===== config.mk =====
export PLATFORM = sky130hd
export DESIGN_NAME = arithmetic_unit
export DESIGN_NICKNAME = d
export VERILOG_FILES = /design/src/rtl/arithmetic_unit.sv
export SDC_FILE = /design/constraint.sdc
export NUM_CORES = 1
export LEC_CHECK = 0
export CAP_MARGIN = 25
export CORE_MARGIN = 2
export CORE_UTILIZATION = 28
export CTS_CLUSTER_DIAMETER = 80
export DETAILED_ROUTE_END_ITERATION = 8
export GPL_TIMING_DRIVEN = 0
export MAX_ROUTING_LAYER = met4
export PLACE_DENSITY = 0.43
export RECOVER_POWER = 25
export SYNTH_ARGS = -nofsm -noshare
export SYNTH_HDL_FRONTEND = slang
export SYNTH_SLANG_ARGS = --single-unit
export TNS_END_PERCENT = 20

===== constraint.sdc =====
create_clock -name clk -period 12 [get_ports clk]
set_clock_uncertainty 0.15 [all_clocks]
set_input_delay 1.2 -clock clk [delete_from_list [all_inputs] [get_ports clk]]
set_output_delay 1.2 -clock clk [all_outputs]
set_load 0.02 [all_outputs]

===== src/rtl/arithmetic_unit.sv =====
// 16-bit unsigned add/sub/mul/div unit. Add, sub, mul and divide-by-zero finish in one cycle.
// Divide uses a 16-step restoring shift/subtract with registered result and flag.
module arithmetic_unit #(
  parameter int unsigned WIDTH = 16
) (
  input  logic             clk,
  input  logic             rst,
  input  logic             in_valid,
  input  logic [WIDTH-1:0] ina,
  input  logic [WIDTH-1:0] inb,
  input  logic [1:0]       sel,
  output logic             busy,
  output logic             out_valid,
  output logic [WIDTH-1:0] out,
  output logic             overflow
);

  localparam int unsigned CW = $clog2(WIDTH);
  localparam int unsigned PW = 2 * WIDTH;
  localparam logic [CW-1:0] LAST_STEP = CW'(WIDTH - 1);

  typedef enum logic [1:0] {
    OP_ADD = 2'b00,
    OP_SUB = 2'b01,
    OP_MUL = 2'b10,
    OP_DIV = 2'b11
  } op_e;

  logic             busy_q, busy_d;
  logic             out_valid_q, out_valid_d;
  logic [WIDTH-1:0] out_q, out_d;
  logic             ovf_q, ovf_d;
  logic [WIDTH-1:0] quo_q, quo_d;
  logic [WIDTH-1:0] rem_q, rem_d;
  logic [WIDTH-1:0] dvs_q, dvs_d;
  logic [CW-1:0]    cnt_q, cnt_d;

  logic [WIDTH:0]   sum;
  logic [WIDTH-1:0] diff;
  logic [PW-1:0]    prod;
  logic [WIDTH:0]   trial;
  logic [WIDTH:0]   trial_sub;
  logic             q_bit;
  logic [WIDTH-1:0] quo_next;

  always_comb begin
    sum       = {1'b0, ina} + {1'b0, inb};
    diff      = ina - inb;
    prod      = PW'(ina) * PW'(inb);
    // Partial remainder stays below the divisor, so the 17-bit difference sign is the borrow
    trial     = {rem_q, quo_q[WIDTH-1]};
    trial_sub = trial - {1'b0, dvs_q};
    q_bit     = ~trial_sub[WIDTH];
    quo_next  = {quo_q[WIDTH-2:0], q_bit};
  end

  // Next-state: divider iteration has priority; requests are only taken while idle
  always_comb begin
    busy_d      = busy_q;
    out_valid_d = 1'b0;
    out_d       = out_q;
    ovf_d       = ovf_q;
    quo_d       = quo_q;
    rem_d       = rem_q;
    dvs_d       = dvs_q;
    cnt_d       = cnt_q;

    if (busy_q) begin
      quo_d = quo_next;
      rem_d = q_bit ? trial_sub[WIDTH-1:0] : trial[WIDTH-1:0];
      cnt_d = cnt_q + CW'(1);
      if (cnt_q == LAST_STEP) begin
        busy_d      = 1'b0;
        out_d       = quo_next;
        ovf_d       = 1'b0;
        out_valid_d = 1'b1;
      end
    end else if (in_valid) begin
      case (op_e'(sel))
        OP_ADD: begin
          out_d       = sum[WIDTH-1:0];
          ovf_d       = sum[WIDTH];
          out_valid_d = 1'b1;
        end
        OP_SUB: begin
          out_d       = diff;
          ovf_d       = (ina < inb);
          out_valid_d = 1'b1;
        end
        OP_MUL: begin
          out_d       = prod[WIDTH-1:0];
          ovf_d       = |prod[PW-1:WIDTH];
          out_valid_d = 1'b1;
        end
        default: begin
          if (inb == '0) begin
            out_d       = '1;
            ovf_d       = 1'b1;
            out_valid_d = 1'b1;
          end else begin
            busy_d = 1'b1;
            quo_d  = ina;
            dvs_d  = inb;
            rem_d  = '0;
            cnt_d  = '0;
          end
        end
      endcase
    end
  end

  always_ff @(posedge clk) begin
    if (rst) begin
      busy_q      <= 1'b0;
      out_valid_q <= 1'b0;
      out_q       <= '0;
      ovf_q       <= 1'b0;
      quo_q       <= '0;
      rem_q       <= '0;
      dvs_q       <= '0;
      cnt_q       <= '0;
    end else begin
      busy_q      <= busy_d;
      out_valid_q <= out_valid_d;
      out_q       <= out_d;
      ovf_q       <= ovf_d;
      quo_q       <= quo_d;
      rem_q       <= rem_d;
      dvs_q       <= dvs_d;
      cnt_q       <= cnt_d;
    end
  end

  assign busy      = busy_q;
  assign out_valid = out_valid_q;
  assign out       = out_q;
  assign overflow  = ovf_q;

endmodule


# After elaboration in Yosys (flattened, before gate mapping)
# Index checks and enable logic that the tools add are counted.
# W data, S select, Z words.
[op_classes]
n_addsub = 4
mul = 1
n_lt_le_gt_ge = 1
n_eq_ne = 6
n_mux = 33
n_bitwise = 4
reduce_logical = 9
[op_table]
columns = ["operator", "count"]
rows = [
  ["$mux W16", 13],
  ["$pmux W16 S3", 1],
  ["$mul A16 B16 Y32", 1],
  ["$add A16 B16 Y17", 1],
  ["$sub A17 B16 Y17", 1],
  ["$logic_not A16 Y1", 1],
  ["$lt A16 B16 Y1", 1],
  ["$mux W4", 4],
  ["$reduce_or A16 Y1", 1],
  ["$sub A16 B16 Y16", 1],
  ["$mux W1", 14],
  ["$reduce_and A3 Y1", 2],
  ["$reduce_bool A5 Y1", 1],
  ["$add A4 B1 Y4 const B", 1],
  ["$eq A4 B4 Y1 const B", 1],
  ["$ne A2 B1 Y1 const B", 2],
  ["$not A1 Y1", 4],
  ["$reduce_and A4 Y1", 1],
  ["$pmux W1 S3", 1],
  ["$reduce_or A3 Y1", 1],
  ["$eq A2 B1 Y1 const B", 1],
  ["$eq A2 B2 Y1 const B", 1],
  ["$logic_not A2 Y1", 1],
  ["$ne A2 B2 Y1 const B", 1],
  ["$reduce_bool A2 Y1", 1],
]
[totals]
regBits = 71
input_bits = 37
output_inout_bits = 19
wordCells = 66

# Logic depth before layout (Yosys ltp)
[depth]
word_depth = 5
mapped_depth = 25
depth_no_buf = 24

# Worst setup path before layout
# Ideal clock, no wire load.
[synth_timing]
path_type = "in2reg"
start = "input port inb[1]"
end = "register ovf_q (netlist: overflow)"
setup_time_ns = 0.127
arrival_ns = 7.501
required_ns = 11.723
path_slack_ns = 4.222
path_stages = 23
n_path_buf = 2
path_cell_list = "clkbuf_1 clkbuf_1 nand2_1 fa_1 fa_1 fa_1 fa_1 inv_1 fa_1 inv_1 fa_1 inv_1 ha_1 a21o_1 a21o_1 a21o_1 a221o_1 a31oi_2 mux2i_1 o311ai_1 or4_1 nor4_1 a31oi_1"
[synth_via]
elab_chain_cells = 5
word_cells_on_any_way = 10
cone_classes = "add/sub: 1; mul: 1; order compare: 1; mux: 3; reduce/logical: 4"
[synth_rtl]
columns = ["item", "line_no", "text"]
rows = [
  ["start: declaration", "10", "input logic [WIDTH-1:0] inb,"],
  ["$mul A16 B16 Y32", "49", "prod = PW'(ina) * PW'(inb);"],
  ["$reduce_or A16 Y1", "92", "ovf_d = |prod[PW-1:WIDTH];"],
  ["$pmux W1 S3", "79", "case (op_e'(sel))"],
  ["$mux W1", "78", "end else if (in_valid) begin"],
  ["$mux W1", "68", "if (busy_q) begin"],
  ["end signal: assignment", "126", "ovf_q <= ovf_d;"],
  ["end: declaration", "32", "logic ovf_q, ovf_d;"],
]
# Parallel ways exist; a longest one is shown, timed or not. The select of a mux whose other input is x is not followed.
# A chain may end at the register's enable or synchronous reset.

# Worst setup path in the final report
# Same ends and word-level chain as after synthesis.

==> insert_results.sql <==
INSERT INTO impl_metrics (metric_group, metric, value, unit) VALUES
('floorplanning', 'floorplan.die.height', '225', 'um'),
('power', 'vdd_drop_max', '0.243', 'mV'),
('setup_path', 'cp_data_arrival_time', '9.71', 'ns'),
('power', 'power_per_cell_area', '262', 'nW/um^2'),
('layout', 'finish.utilization', '31.9', '%'),
('detailed_routing', 'remaining_drc_errors', '0', ''),
('sta', 'maxSlewViolCount', '0', ''),
('detailed_routing', 'route.top_layer_used', 'met4', ''),
('sta', 'hold_violations', '0', ''),
('synthesis', 'syn_area', '13700', 'sq um'),
('setup_path', 'cp_data_required_time', '12.03', 'ns'),
('placed_design', 'detailed_place_hpwl', '36200', 'um'),
('floorplanning', 'die_width', '225', 'um'),
('clock_network', 'cts_inserted_buffers', '9', ''),
('sta', 'fmax', '103', 'MHz'),
('power', 'power_frac_clock', '6.7', '%'),
('clock_network', 'hold_buffers', '0', ''),
('clock_network', 'clkLatencyLatePin', '0.34', 'ns'),
('setup_path', 'timing.critical_path.fanout_max', '10', ''),
('synthesis', 'yosys_register_bits', '71', ''),
('setup_path', 'reg_to_reg_slack_setup', '8.37', 'ns'),
('detailed_routing', 'detailroute.via_count', '11400', ''),
('clock_network', 'post_cts_buffers', '0', ''),
('synthesis', 'syn_inst', '1648', ''),
('setup_path', 'reg_to_reg_startpoint', 'quo_q[15]', ''),
('power', 'leakage', '6.92', 'nW'),
('layout', 'area_growth', '11.9', '%'),
('sta', 'setup_viol', '0', ''),
('floorplanning', 'io_pins', '56', ''),
('detailed_routing', 'detailedRoute.firstPassIterationCount', '8', ''),
('global_route', 'grt_pass1_vias', '11700', ''),
('synthesis', 'synthesis.area_per_instance', '8.28', 'sq um'),
('global_route', 'grt_pass1_wl', '69100', 'um'),
('power', 'power.share.combinational', '86.6', '%'),
('synthesis', 'ys_seq_area_share', '10.4', '%'),
('sta', 'grt_setup_unrepaired', 'false', ''),
('synthesis', 'synth.top_cells.by_area', 'fa_1, ha_1, dfxtp_1', ''),
('power', 'intPower', '1.78', 'mW'),
('floorplanning', 'fp.coreArea', '47900', 'sq um'),
('setup_path', 'worst_setup_path_end_kind', 'register', ''),
('detailed_routing', 'routed_wire_length_per_instance', '18.9', 'um'),
('sta', 'max_slew.worst_pin.slew', '1.02', 'ns'),
('synthesis', 'number_of_enable_flip_flop_cells_after_synthesis', '0', ''),
('layout', 'post_route_cells_drive_above_1_share', '2.04', '%'),
('global_route', 'grt_antenna_before_repair', '3', ''),
('detailed_routing', 'first_iter_violations', '728', ''),
('job', 'max_cap_viol_count', '0', ''),
('setup_path', 'reg2reg_depth', '14', ''),
('floorplanning', 'floorplan.initialDensity', '28.5', '%'),
('sta', 'period_needed', '9.68', 'ns'),
('synthesis', 'synth-async-reset-ratio', '0', '%'),
('placed_design', 'pre_cts_ws', '2.05', 'ns'),
('clock_network', 'clock_sink_count', '71', ''),
('clock_network', 'clk_path_buf_depth', '2', ''),
('detailed_routing', 'met3WireLength', '1910', 'um'),
('placed_design', 'gpl.final_weighted_congestion', '0.865', ''),
('global_route', 'maximum_number_of_pins_on_one_net_before_global_route_repair', '13', ''),
('sta', 'post-route-worst-setup-slack', '2.32', 'ns'),
('clock_network', 'clk_transition_reported_paths', '0.06', 'ns'),
('clock_network', 'cts-root-buf', 'clkbuf_16', ''),
('outcome', 'outcome', 'finished clean', ''),
('detailed_routing', 'totalWireLength', '44100', 'um'),
('floorplanning', 'die_area', '50500', 'sq um'),
('synthesis', 'ys_warn_count', '0', ''),
('layout', 'most_frequent_cells_in_the_layout', 'inv_1, nand2_1, fa_1', ''),
('power', 'power_switching', '2.22', 'mW'),
('power', 'power.share.switching', '55.5', '%'),
('global_route', 'grt_ovf', '0', ''),
('min_path', 'hp-class', 'register to register', ''),
('global_route', 'grt_util_all_layers', '18.3', '%'),
('sta', 'post_route_fraction_of_the_period_consumed_by_the_critical_path', '80.7', '%');
per-layer routing:
| metal | track usage (%) | vias up |
|---|---|---|
| met3 | 2.12 | 44 |
| met4 | 4.23 | 0 |
| met5 | - | - |
| met2 | 28.0 | 258 |
| li1 | - | 5460 |
| met1 | 25.9 | 5681 |
state kept, by name, indices dropped and copies added (netlist names):
| signal | flops |
|---|---|
| cnt_q | 4 |
| dvs_q | 16 |
| overflow | 1 |
| busy | 1 |
| out_valid | 1 |
| rem_q | 16 |
| out | 16 |
| quo_q | 16 |
worst min path at each step:
stage                          from   endpoint  slack (ns)  depth (start not counted)
after CTS                  dvs_q[8]   dvs_q[8]        0.31                          2
after floorplan           dvs_q[10]  dvs_q[10]        0.29                          2
after global placement     dvs_q[7]   dvs_q[7]        0.30                          2
after detailed placement   dvs_q[8]   dvs_q[8]        0.30                          2
final                      dvs_q[8]   dvs_q[8]        0.30                          2
after global routing         out[0]     out[0]        0.32                          2
worst max-delay path: stages:
cell and delay (ns):
dlygate4sd3_1 0.61, clkbuf_1 0.71, clkbuf_1 0.51, nand2_1 0.17, fa_1 0.54, fa_1 0.58
fa_1 0.46, fa_1 0.54, inv_1 0.05, fa_1 0.47, inv_1 0.05, fa_1 0.47
inv_1 0.04, ha_1 0.35, a21o_1 0.23, a21o_1 0.19, a21o_1 0.17, a221o_1 0.45
a31oi_2 0.44, mux2i_1 0.25, o311ai_1 0.11, or4_1 0.56, nor4_1 0.36, a31oi_1 0.20
area by class of cell:
| cell class | instances | area (sq um) | share of cell area, % |
|---|---|---|---|
| inverters | 279 | 1050 | 6.86 |
| flip-flops and latches | 71 | 1420 | 9.31 |
| plain buffers | 77 | 304 | 1.99 |
| well taps | 615 | 769 | 5.04 |
| clock buffers | 10 | 239 | 1.56 |
| clock inverters | 5 | 58.8 | 0.385 |
| multi-input cells | 1221 | 10900 | 71.2 |
| repair buffers | 55 | 551 | 3.60 |
| diodes | 2 | 5.00 | 0.0328 |
Yosys cell counts (22+ instances only):
cell type and count:
o21ai_0 44, a221oi_1 24, nor3_1 22, nand2_1 230, dfxtp_1 71, ha_1 157, fa_1 197, inv_1 279
nor2_1 89, clkbuf_1 71, xnor2_1 38, and2_1 102, a21oi_1 82
stage by stage:
step / instances / total power, mW / instance area [sq um] / hold WS [ns]
finish: 2335 / 4.00 / 15300 / 0.305
global route: 2335 / 4.48 / 15300 / 0.324
global placement: 2318 / 3.81 / 15000 / 0.297
detailed placement: 2318 / 3.80 / 15000 / 0.299
floorplan: 1648 / 2.71 / 13700 / 0.286
CTS: 2333 / 4.10 / 15300 / 0.306
power by group through the flow:
stage	sequential, mW	clock (mW)	combinational, mW
6_report	0.268	0.269	3.47
5_1_grt	0.269	0.285	3.92
4_1_cts	0.268	0.274	3.56
3_5_place_dp	0.273	0	3.53
3_3_place_gp	0.273	0	3.54
2_1_floorplan	0.278	0	2.43
cell families after synthesis:
| kind of cell | after synthesis | synth area share, % |
|---|---|---|
| muxes | 21 | 1.56 |
| buffers and inverters | 356 | 9.90 |
| DFF | 71 | 10.4 |
| xor gates and xnor gates | 55 | 3.53 |
| and+or+nand+nor | 520 | 17.8 |
| AOI/OAI and AO/OA | 271 | 13.5 |
| adders and majority gates | 354 | 43.3 |
No activity file was read; power rests on OpenSTA's default activity.
